### src/rtl/mc_ctrl_pkg.sv
// Shared encodings for the multi-cycle MIPS control FSM: states, opcodes, ALU codes,
// mux select codes and the control word carried from the output decoder to the top.
package mc_ctrl_pkg;

   typedef enum logic [3:0] {
      StFetch    = 4'd0,
      StDecode   = 4'd1,
      StMemAddr  = 4'd2,
      StMemRead  = 4'd3,
      StMemWb    = 4'd4,
      StMemWrite = 4'd5,
      StRExec    = 4'd6,
      StRWb      = 4'd7,
      StIExec    = 4'd8,
      StIWb      = 4'd9,
      StBranch   = 4'd10,
      StJump     = 4'd11
   } state_e;

   localparam logic [5:0] OpRtype = 6'b000000;
   localparam logic [5:0] OpJ     = 6'b000010;
   localparam logic [5:0] OpJal   = 6'b000011;
   localparam logic [5:0] OpBeq   = 6'b000100;
   localparam logic [5:0] OpBne   = 6'b000101;
   localparam logic [5:0] OpAddi  = 6'b001000;
   localparam logic [5:0] OpSlti  = 6'b001010;
   localparam logic [5:0] OpAndi  = 6'b001100;
   localparam logic [5:0] OpOri   = 6'b001101;
   localparam logic [5:0] OpLui   = 6'b001111;
   localparam logic [5:0] OpLw    = 6'b100011;
   localparam logic [5:0] OpSw    = 6'b101011;

   localparam logic [2:0] AluAdd   = 3'd0;
   localparam logic [2:0] AluSub   = 3'd1;
   localparam logic [2:0] AluFunct = 3'd2;
   localparam logic [2:0] AluAnd   = 3'd3;
   localparam logic [2:0] AluOr    = 3'd4;
   localparam logic [2:0] AluSlt   = 3'd5;
   localparam logic [2:0] AluLui   = 3'd6;

   localparam logic [1:0] RegDstRt = 2'b00;
   localparam logic [1:0] RegDstRd = 2'b01;
   localparam logic [1:0] RegDstRa = 2'b10;

   localparam logic [1:0] MemtoRegAlu = 2'b00;
   localparam logic [1:0] MemtoRegMdr = 2'b01;
   localparam logic [1:0] MemtoRegPc  = 2'b10;

   localparam logic [1:0] SrcBRt    = 2'b00;
   localparam logic [1:0] SrcBFour  = 2'b01;
   localparam logic [1:0] SrcBImm   = 2'b10;
   localparam logic [1:0] SrcBImmSh = 2'b11;

   localparam logic [1:0] PcSrcAlu    = 2'b00;
   localparam logic [1:0] PcSrcAluOut = 2'b01;
   localparam logic [1:0] PcSrcJump   = 2'b10;

   typedef struct packed {
      logic       pc_write;
      logic       iord;
      logic       mem_read;
      logic       mem_write;
      logic       ir_write;
      logic       reg_write;
      logic [1:0] reg_dst;
      logic [1:0] mem_to_reg;
      logic       alu_src_a;
      logic [1:0] alu_src_b;
      logic [2:0] alu_op;
      logic       ext_op;
      logic [1:0] pc_source;
      logic       instr_done;
      logic       illegal_op;
   } ctrl_t;

   function automatic logic op_legal(input logic [5:0] op, input bit enable_jal);
      case (op)
         OpRtype, OpLw, OpSw, OpBeq, OpBne, OpJ,
         OpAddi, OpSlti, OpAndi, OpOri, OpLui: op_legal = 1'b1;
         OpJal:                                op_legal = enable_jal;
         default:                              op_legal = 1'b0;
      endcase
   endfunction

endpackage

### src/rtl/mc_output_decoder.sv
// Combinational control-word decode from the current state, IR opcode, ALU zero flag
// and the (already wait-qualified) memory ready.
module mc_output_decoder
   import mc_ctrl_pkg::*;
#(
   parameter bit ENABLE_JAL = 1'b1
) (
   input  state_e     state,
   input  logic [5:0] opcode,
   input  logic       zero,
   input  logic       mem_ready,
   output ctrl_t      ctrl
);

   always_comb begin
      ctrl = '0;
      case (state)
         StFetch: begin
            ctrl.mem_read  = 1'b1;
            ctrl.alu_src_b = SrcBFour;
            ctrl.alu_op    = AluAdd;
            ctrl.ir_write  = mem_ready;
            ctrl.pc_write  = mem_ready;
         end
         StDecode: begin
            // Branch target is computed speculatively into ALUOut here.
            ctrl.alu_src_b  = SrcBImmSh;
            ctrl.alu_op     = AluAdd;
            ctrl.ext_op     = 1'b1;
            ctrl.illegal_op = ~op_legal(opcode, ENABLE_JAL);
         end
         StMemAddr: begin
            ctrl.alu_src_a = 1'b1;
            ctrl.alu_src_b = SrcBImm;
            ctrl.alu_op    = AluAdd;
            ctrl.ext_op    = 1'b1;
         end
         StMemRead: begin
            ctrl.mem_read = 1'b1;
            ctrl.iord     = 1'b1;
         end
         StMemWb: begin
            ctrl.reg_write  = 1'b1;
            ctrl.reg_dst    = RegDstRt;
            ctrl.mem_to_reg = MemtoRegMdr;
            ctrl.instr_done = 1'b1;
         end
         StMemWrite: begin
            ctrl.mem_write  = 1'b1;
            ctrl.iord       = 1'b1;
            ctrl.instr_done = mem_ready;
         end
         StRExec: begin
            ctrl.alu_src_a = 1'b1;
            ctrl.alu_src_b = SrcBRt;
            ctrl.alu_op    = AluFunct;
         end
         StRWb: begin
            ctrl.reg_write  = 1'b1;
            ctrl.reg_dst    = RegDstRd;
            ctrl.mem_to_reg = MemtoRegAlu;
            ctrl.instr_done = 1'b1;
         end
         StIExec: begin
            ctrl.alu_src_a = 1'b1;
            ctrl.alu_src_b = SrcBImm;
            case (opcode)
               OpAddi:  begin ctrl.alu_op = AluAdd; ctrl.ext_op = 1'b1; end
               OpSlti:  begin ctrl.alu_op = AluSlt; ctrl.ext_op = 1'b1; end
               OpAndi:  ctrl.alu_op = AluAnd;
               OpOri:   ctrl.alu_op = AluOr;
               OpLui:   ctrl.alu_op = AluLui;
               default: ctrl.alu_op = AluAdd;
            endcase
         end
         StIWb: begin
            ctrl.reg_write  = 1'b1;
            ctrl.reg_dst    = RegDstRt;
            ctrl.mem_to_reg = MemtoRegAlu;
            ctrl.instr_done = 1'b1;
         end
         StBranch: begin
            ctrl.alu_src_a  = 1'b1;
            ctrl.alu_src_b  = SrcBRt;
            ctrl.alu_op     = AluSub;
            ctrl.pc_source  = PcSrcAluOut;
            ctrl.pc_write   = (opcode == OpBne) ? ~zero : zero;
            ctrl.instr_done = 1'b1;
         end
         StJump: begin
            ctrl.pc_write   = 1'b1;
            ctrl.pc_source  = PcSrcJump;
            ctrl.instr_done = 1'b1;
            // PC already holds PC+4, so the link value is written alongside the jump.
            if (ENABLE_JAL && (opcode == OpJal)) begin
               ctrl.reg_write  = 1'b1;
               ctrl.reg_dst    = RegDstRa;
               ctrl.mem_to_reg = MemtoRegPc;
            end
         end
         default: ctrl = '0;
      endcase
   end

endmodule

### src/rtl/multi_cycle_controller.sv
// Multi-cycle MIPS control FSM: sequences one instruction through 3-5 states, stalls on
// memory ready, and drives the data-path selects and write enables.
module multi_cycle_controller
   import mc_ctrl_pkg::*;
#(
   parameter int unsigned ALUOP_W     = 3,
   parameter bit          MEM_WAIT_EN = 1'b1,
   parameter bit          ENABLE_JAL  = 1'b1
) (
   input  logic               clock,
   input  logic               reset,
   input  logic [5:0]         opcode,
   input  logic               zero,
   input  logic               mem_ready,
   output logic               PCWrite,
   output logic               IorD,
   output logic               MemRead,
   output logic               MemWrite,
   output logic               IRWrite,
   output logic               RegWrite,
   output logic [1:0]         RegDst,
   output logic [1:0]         MemtoReg,
   output logic               ALUSrcA,
   output logic [1:0]         ALUSrcB,
   output logic [ALUOP_W-1:0] ALUOp,
   output logic               Ext_op,
   output logic [1:0]         PCSource,
   output logic               instr_done,
   output logic               illegal_op,
   output logic [3:0]         state
);

   state_e state_q, state_d;
   ctrl_t  ctrl_raw, ctrl;
   logic   ready;

   assign ready = MEM_WAIT_EN ? mem_ready : 1'b1;

   always_comb begin
      state_d = StFetch;
      case (state_q)
         StFetch:    state_d = ready ? StDecode : StFetch;
         StDecode: begin
            if (op_legal(opcode, ENABLE_JAL)) begin
               case (opcode)
                  OpRtype:      state_d = StRExec;
                  OpLw, OpSw:   state_d = StMemAddr;
                  OpBeq, OpBne: state_d = StBranch;
                  OpJ, OpJal:   state_d = StJump;
                  default:      state_d = StIExec;
               endcase
            end
         end
         StMemAddr:  state_d = (opcode == OpSw) ? StMemWrite : StMemRead;
         StMemRead:  state_d = ready ? StMemWb : StMemRead;
         StMemWrite: state_d = ready ? StFetch : StMemWrite;
         StRExec:    state_d = StRWb;
         StIExec:    state_d = StIWb;
         default:    state_d = StFetch;
      endcase
   end

   always_ff @(posedge clock) begin
      if (reset) begin
         state_q <= StFetch;
      end else begin
         state_q <= state_d;
      end
   end

   mc_output_decoder #(
      .ENABLE_JAL(ENABLE_JAL)
   ) u_output_decoder (
      .state    (state_q),
      .opcode   (opcode),
      .zero     (zero),
      .mem_ready(ready),
      .ctrl     (ctrl_raw)
   );

   // Reset silences everything in the same cycle, so an abandoned instruction pulses nothing.
   assign ctrl  = reset ? '0 : ctrl_raw;
   assign state = reset ? 4'(StFetch) : 4'(state_q);

   assign PCWrite    = ctrl.pc_write;
   assign IorD       = ctrl.iord;
   assign MemRead    = ctrl.mem_read;
   assign MemWrite   = ctrl.mem_write;
   assign IRWrite    = ctrl.ir_write;
   assign RegWrite   = ctrl.reg_write;
   assign RegDst     = ctrl.reg_dst;
   assign MemtoReg   = ctrl.mem_to_reg;
   assign ALUSrcA    = ctrl.alu_src_a;
   assign ALUSrcB    = ctrl.alu_src_b;
   assign ALUOp      = ALUOP_W'(ctrl.alu_op);
   assign Ext_op     = ctrl.ext_op;
   assign PCSource   = ctrl.pc_source;
   assign instr_done = ctrl.instr_done;
   assign illegal_op = ctrl.illegal_op;

endmodule

### config.mk
export PLATFORM = sky130hd
export DESIGN_NAME = multi_cycle_controller
export DESIGN_NICKNAME = d
export VERILOG_FILES = /design/src/rtl/mc_ctrl_pkg.sv /design/src/rtl/mc_output_decoder.sv /design/src/rtl/multi_cycle_controller.sv
export SDC_FILE = /design/constraint.sdc
export NUM_CORES = 1
export LEC_CHECK = 0
export CAP_MARGIN = 5
export CORE_MARGIN = 3
export CORE_UTILIZATION = 44
export CTS_BUF_LIST = sky130_fd_sc_hd__clkbuf_2
export DETAILED_ROUTE_END_ITERATION = 10
export PLACE_DENSITY_LB_ADDON = 0.15
export SLEW_MARGIN = 10
export SYNTH_ARGS = -nofsm -noshare
export SYNTH_HDL_FRONTEND = slang
export SYNTH_SLANG_ARGS = --single-unit
### constraint.sdc
create_clock -name clock -period 2.5 [get_ports clock]
set_clock_uncertainty 0.05 [all_clocks]
set_input_delay 0.5 -clock clock [delete_from_list [all_inputs] [get_ports clock]]
set_output_delay 0.5 -clock clock [all_outputs]
set_load 0.005 [all_outputs]
==> results summary, run 1 <==
The flow ran to the end, and the final reports show no timing, DRC or antenna violations. Measured along the x axis, the die boundary spans about 49 um. The pin count of the biggest net entering global routing came out at 17.

The tightest min-delay check is of the flop to flop type. The number of antenna violations at the first check in global routing is 0. The number of placed I/O pins came out at 35. Registers are responsible for 26.2% of the overall power. Static timing analysis puts the maximum clock frequency at 0.413 GHz.

The floorplan step defined a die boundary enclosing about 0.0024 mm2. The end of the worst hold path is state_q[1]. The global-route wire length before repair came out at approximately 5.2 mm. The worst slew margin relative to its limit came out at between 70% and 80%.

The detailed router's first-iteration violation count came out at 77. After synthesis the netlist holds a flip-flop and latch count of 4. The worst register-to-register path has a depth of 5. The number of buffers on the longest clock path is 2. The number of buffers added on ports is 34. The total power draw came out at roughly 0.00028 W. The average instance in the mapped netlist occupies between 6 and 7 um2. The post-synthesis instance total is between 100 and 150. Sequential cells were found to cover 9.83% of the synthesized design area. The clock transition at the register clock pins on the worst setup and hold paths after CTS is roughly 40 ps. The count of cells along the worst hold path came out at 2. The final setup violation count is 0.

The ratio of cells with drive above 1 in the final layout came out at roughly 28%. In the final routed layout, each cell accounts on average for between 15 and 20 um. The count of final max-slew check failures came out at 0. The number of hold violations in the final report is 0. The via count of the first global-routing pass came out at about 1200.

The region available for standard cell placement spans roughly 0.0016 mm2. TritonCTS built the clock tree. The register-to-register setup slack is between 800 and 900 ps.

Synthesis produced a netlist with a net count of ~140. The later pin in the worst-skew pair is clocked with a latency of ~200 ps. The remaining global-route overflow is 0. The switching power came out at roughly 0.00011 W. The H-tree depth is 1. The final instance area is 0.00135 mm2. The number of enable-type register cells in the synthesized netlist is 0. In this run the critical register-to-register path is captured at state_q[0]. In this run the clock root is driven by a clkbuf_2. The number of flip-flops in the largest register is 4. Detailed placement finished with a half-perimeter wire length of about 2.4 mm. The routed via count divided by cell count is between 6 and 7.

The via count is 1264. The data arrival time of the critical path is about 1900 ps. Once placement finished, the instance area stood at around 0.0013 mm2.

The Yosys step of the flow raised 0 warnings. The floorplan has 14 rows. The minimum period implied by the final worst setup slack came out at 2420 ps. The post-synthesis instance area is a little over 800 um2. The largest registers in the layout are state_q: 4 flops. For this run, design rule violations remaining after detail routing come to 0.

The share of power burned in combinational logic came out at between 50% and 60%. The peak fanout along the critical path is 11. The start point of the worst min-delay path is state_q[1]. The number of clock buffers added by TritonCTS is 3. The number of antenna cells inserted is 0. The number of antenna-violating nets in the routed design came out at 0. The number of different library cells in the post-synthesis netlist came out at 38. The clock network is responsible for around a fifth of the overall power. The static power due to leakage came out at ~0.6 nW. The fraction of registers with async set/reset came out at 0%. STA classifies the critical path startpoint as an input port. The worst register-to-register path begins at state_q[2]. In this run the power density over the cells is between 200 and 250 mW/mm2. The switching share of power is a little under two fifths.

The initial standard-cell utilization of the core came out at roughly half. The layout net count came out at 195. The growth of design area from synthesis to finish is 65.7%. The largest register by flop count is state_q. The total of fill cells in the finished design is ~120.

The number of max-capacitance violations reported came out at 0. The worst setup path category is input port to output pin. STA puts the critical path data required time at 1950 ps. The die height is 49.0 um. The worst supply voltage drop on vdd came out at between 0.00015 and 0.0002 V. The slew at the pin with the worst max-slew slack is ~400 ps.

Setup repair after global routing left no endpoint under its margin. The first detailed-routing pass ran for 6 iterations. Global routing consumed, over all layers together, a little over a quarter of the routing resources.

STA classifies the critical path endpoint as an output pin. The TritonCTS sink count is 4. The fraction of the cycle the final worst path needs is roughly 97%. The overall routed net length came out at about 3.3 mm. The internal power of the cells totals 0.000174 W. The final weighted congestion of routability-driven global placement is just under 0.9. Among all flip-flop cells after synthesis, the most frequent one is dfxtp_1.
## through the flow
stage,util [%],TNS [ps],setup slack [ps],hold slack (ps),instances
floorplan,-,0,235,617,132
global placement,79.6,-4060,-593,630,199
detailed placement,79.6,-4680,-645,653,199
CTS,82.8,-55.1,-55.1,662,207
global route,82.9,0,17.1,606,207
finish,82.9,0,77.1,573,207
## worst max-delay path by stage
stage / start / endpoint
final: reset / ALUSrcB[0]
after global routing: reset / ALUSrcA
after CTS: opcode[4] / PCWrite
after detailed placement: opcode[1] / PCWrite
after global placement: opcode[1] / PCWrite
after floorplan: opcode[3] / PCWrite
## per-layer routing
metal	track usage [%]	vias to the layer above	wire (um)
met5	0	-	0
met4	6.16	0	126
met3	1.83	17	293
met2	51.8	89	1650
met1	30.7	582	1230
li1	-	576	-
## worst max-delay path, cell delays in order
cell             delay, ps
dlygate4sd2_1          270
buf_4                  180
nor4_1                 290
clkdlybuf4s50_1        630
## layout by cell type (no fill, tap or decap), drive strengths merged, types with 2 or more instances in the layout
master | synthesis | layout
nand2 | 6 | 6
nand2b | 10 | 10
buf | 3 | 33
nand3b | 2 | 2
dlygate4sd2 | 0 | 8
or3 | 3 | 3
nor4 | 4 | 4
nor2b | 8 | 8
nand3 | 5 | 5
nand4 | 2 | 2
o21ai | 6 | 6
and3 | 2 | 2
a21o | 2 | 2
o21a | 2 | 2
nor2 | 14 | 14
inv | 2 | 2
o31ai | 2 | 2
dfxtp | 4 | 4
xnor2 | 2 | 2
a21oi | 14 | 14
clkbuf | 13 | 7
clkdlybuf4s50 | 0 | 18
nor3 | 10 | 10
## power by group through the flow
stage,clock network [W],registers (W),logic (W)
after floorplan,0,0.0000680,0.0000754
after global placement,0,0.0000735,0.000137
after detailed placement,0,0.0000738,0.000141
after CTS,0.0000610,0.0000729,0.000141
after global routing,0.0000637,0.0000738,0.000159
final,0.0000588,0.0000734,0.000147
## layout make-up
class | instances | area [um2] | area share, %
Multi-Input combinational cell | 110 | 687 | 50.9
Timing Repair Buffer | 64 | 528 | 39.1
Sequential cell | 4 | 82.6 | 6.12
Tap cell | 24 | 30.0 | 2.22
Clock buffer | 3 | 15.0 | 1.11
Inverter | 2 | 7.51 | 0.556
## synth_stat cells (3+ instances only)
| cell type | count | area share, % |
|---|---|---|
| a21oi_1 | 14 | 8.6 |
| nand3_1 | 5 | 3.1 |
| nor2b_1 | 8 | 6.1 |
| clkbuf_1 | 13 | 6.0 |
| dfxtp_1 | 4 | 9.8 |
| nor3_1 | 10 | 6.1 |
| nand2b_1 | 10 | 7.7 |
| nand2_1 | 6 | 2.8 |
| nor2_1 | 14 | 6.5 |
| or3_1 | 3 | 2.3 |
| o21ai_0 | 6 | 3.7 |
| nor4_1 | 4 | 3.1 |
## repair_timing
action | 4_1_cts | 5_1_grt
pin swaps | 8 | 6
buffers inserted | 5 | 0
hold buffers | 0 | 0
endpoints found under the setup margin | 16 | 9
gates resized for setup | 35 | 12
## kinds of logic (layout without fill, tap and decap cells)
family	Yosys count	in the layout	share of synthesized area, %
simple gates	72	72	48.8
compound gates	34	34	26.7
buf+inv	18	69	10.1
flops	4	4	9.83
xor+xnor	3	3	3.23
mux	1	1	1.23
Note: power is estimated with default switching activity, not from simulation.
==> run 2, diff against run 1 <==
- PLACE_DENSITY_LB_ADDON: 0.15 -> 0.08
==> results summary, run 2 (synthesis gave the netlist of run 1 again) <==
The endpoint required time on the critical path came out at 1950 ps (about the same). The count of final max-slew check failures was 0 (unchanged). The final setup violation count came out at 0 (unchanged). The TritonCTS sink count is 4 (unchanged). The clock power share came out at 20.5% (-0.5 points).

The share of power burned in combinational logic came out at 53.9% (+1.2 points). The slew at the pin with the worst max-slew slack came out at 394 ps (-12.6 ps). The internal power contribution is 0.000177 W (+1.5%). STA classifies the critical path startpoint as an input port. The post-detailed-placement half-perimeter wirelength is 2.24 mm (-4.8%). The peak fanout along the critical path was 4 (-7). The total power draw is 0.000282 W (+0.88%). The worst slew margin relative to its limit came out at 73.7% (+1.2 points).

The switching share of power came out at 37.3% (-0.40 points). The H-tree depth is 1 (unchanged). The switching power came to 0.000105 W (-0.17%).

The global-route wire length before repair was 5.27 mm (+1.1%). The number of placed I/O pins was 35 (unchanged). The number of CTS-inserted buffers is 3 (unchanged). The number of antenna-violating nets in the routed design came out at 0 (unchanged).

The worst stage delay on the critical path came out at 540 ps (-90 ps). The number of antenna cells inserted came to 0 (unchanged). TritonCTS built the clock tree.

The later-pin clock latency in the skew report is 200 ps (about the same). The minimum period implied by the final worst setup slack is 2460 ps (+38.2 ps). The number of buffers on the longest clock path is 2 (unchanged). The power density relative to cell area is 204 mW/mm2 (-1.6%).

The ratio of cells with drive above 1 in the final layout is 29.3% (+1.5 points). The number of buffers added on ports came out at 34 (unchanged). The via count of the first global-routing pass is 1227 (+5.8%). The worst setup path category is input port to output pin. Leaving out fill and tap cells, the most frequent cells in the layout are buf_4, clkdlybuf4s50_1, nor2_1, a21oi_1, nand2b_1. The number of antenna violations at the first check in global routing was 0 (unchanged). The data arrival time of the critical path is 1910 ps (+40 ps). The largest registers in the layout are state_q: 4 flops.

The detailed router's first-iteration violation count is 68 (-12%). The overall routed net length came out at 3.22 mm (-2.7%). The post-detailed-route DRC marker count came out at 0 (unchanged).

The number of max-capacitance violations reported was 0 (unchanged). The average wire length per cell after detail routing came out at 15.5 um (-3.1%). The library cell used most frequently in the layout, excluding fill and tap cells, is buf_4. The area of the placeable core is 0.00163 mm2 (unchanged). Ranked by flip-flop count, first place goes to state_q.

The die area is 0.00240 mm2 (unchanged). The total of fill cells in the finished design came out at 103 (-13%). The fraction of the cycle the final worst path needs is 98.4% (+1.5 points).

The relative contribution of sequential cells to total power came out at 25.6% (-0.6 points). The remaining global-route overflow came out at 0 (unchanged). The die height came to 49.0 um (unchanged). The final weighted congestion of routability-driven global placement was 0.895 (+0.97%). The total placed cells including tap cells came out at 201 (+1.0%). The capturing element type of the critical path is an output pin.

The growth of design area from synthesis to finish came out at 69.9%. The clock transition at the register clock pins on the worst setup and hold paths after CTS came out at 50 ps (about the same). The flow ran to the end, and the final reports show no timing, DRC or antenna violations. The min-delay analysis places its worst path in the category flop to flop. The pin count of the biggest net entering global routing was 19 (+2). The via count is 1251 (-1.0%). The hold buffer count at cts is 0 (unchanged). Traced cell by cell, the critical path runs through dlygate4sd2_1, or3_4, nor3_1, clkdlybuf4s50_1. The cell chosen for the clock root is clkbuf_2. The number of rows in the core area is 14 (unchanged).

The fmax came out at 0.406 GHz (-1.6%). The largest individual stage delay along the critical path comes from the cell clkdlybuf4s50_1. The x dimension of the die was 49.0 um (unchanged).

The initial standard-cell utilization of the core came out at 50.0% (unchanged). The routed via count divided by cell count is 6.01 (-1.5%). The static power due to leakage is 0.589 nW (+1.0%). The overall fraction of global-route tracks in use came out at 27.1% (+0.57 points). The layout net count came out at 196 (+0.51%).

The number of hold violations in the final report came out at 0 (unchanged). The number of flip-flops in the largest register came out at 4 (unchanged). The worst supply voltage drop on vdd is 0.000126 V (-32%). The non-filler instance count after layout came out at 208 (+0.48%). The number of optimization iterations in the first detailed-route pass was 5 (-1).
## run 2: changes by cell type in the layout (fill, tap and decap cells not counted), sizes merged
cell / delta
buf: +2
clkbuf: -2
dlygate4sd2: +1
## run 2: routing by layer
metal | vias to the layer above | part of all wire [%] | track usage (%)
met4 | 0 | 4.4 | 14.2
li1 | 577 | - | -
met1 | 567 | 36 | 29.8
met2 | 87 | 51 | 50.7
met5 | - | 0 | 0
met3 | 20 | 7.8 | 2.45
## run 2: power by group through the flow
stage / registers, W / logic, W / clock network [W]
final: 0.0000722 / 0.000152 / 0.0000578
after global routing: 0.0000725 / 0.000165 / 0.0000618
after CTS: 0.0000714 / 0.000143 / 0.0000583
after detailed placement: 0.0000726 / 0.000142 / 0
after global placement: 0.0000723 / 0.000139 / 0
after floorplan: 0.0000680 / 0.0000754 / 0
## run 2: metrics by stage
stage | worst slack, ps | utilization (%) | instance area, um2 | hold WS (ps) | TNS (ps)
floorplan | 235 | - | 815 | 617 | 0
global placement | -593 | 80.6 | 1310 | 605 | -4430
detailed placement | -627 | 80.6 | 1310 | 604 | -4830
CTS | 20.0 | 82.9 | 1350 | 618 | 0
global route | -29.8 | 84.9 | 1380 | 585 | -35.4
finish | 38.9 | 84.9 | 1380 | 537 | 0
## run 2: final timing paths
path | endpoint | startpoint | depth (start not counted) | slack, ps
setup / recovery | IRWrite | reset | 4 | 40
hold / removal | state_q[1] | state_q[1] | 2 | 540
setup reg to reg | state_q[0] | state_q[0] | 5 | 1030
hold reg to reg | state_q[1] | state_q[1] | 2 | 540
## run 2: final cells by class
type	count	area, um2	area share, %
inverter	2	7.51	0.542
clock buffer	3	15.0	1.08
sequential	4	82.6	5.97
tap	24	30.0	2.17
timing repair buffer	65	539	39.0
multi-input combinational	110	709	51.3
## run 2: repair_timing
action	in CTS	in global routing
setup buffers	4	0
resized for setup	36	13
setup endpoints to repair	16	11
pin swaps	7	6
endpoints found under the hold margin	0	0
## run 2: worst max-delay path, delay by kind of cell
kind	cells	cell delay, ps
AND/OR/NAND/NOR	2	570
buffers and inverters	2	840
==> run 3, diff against run 2 <==
- HOLD_SLACK_MARGIN: unset -> 0.12
==> results of run 3 <==
No change in the layout: final DEF, timing and power equal those of run 2.
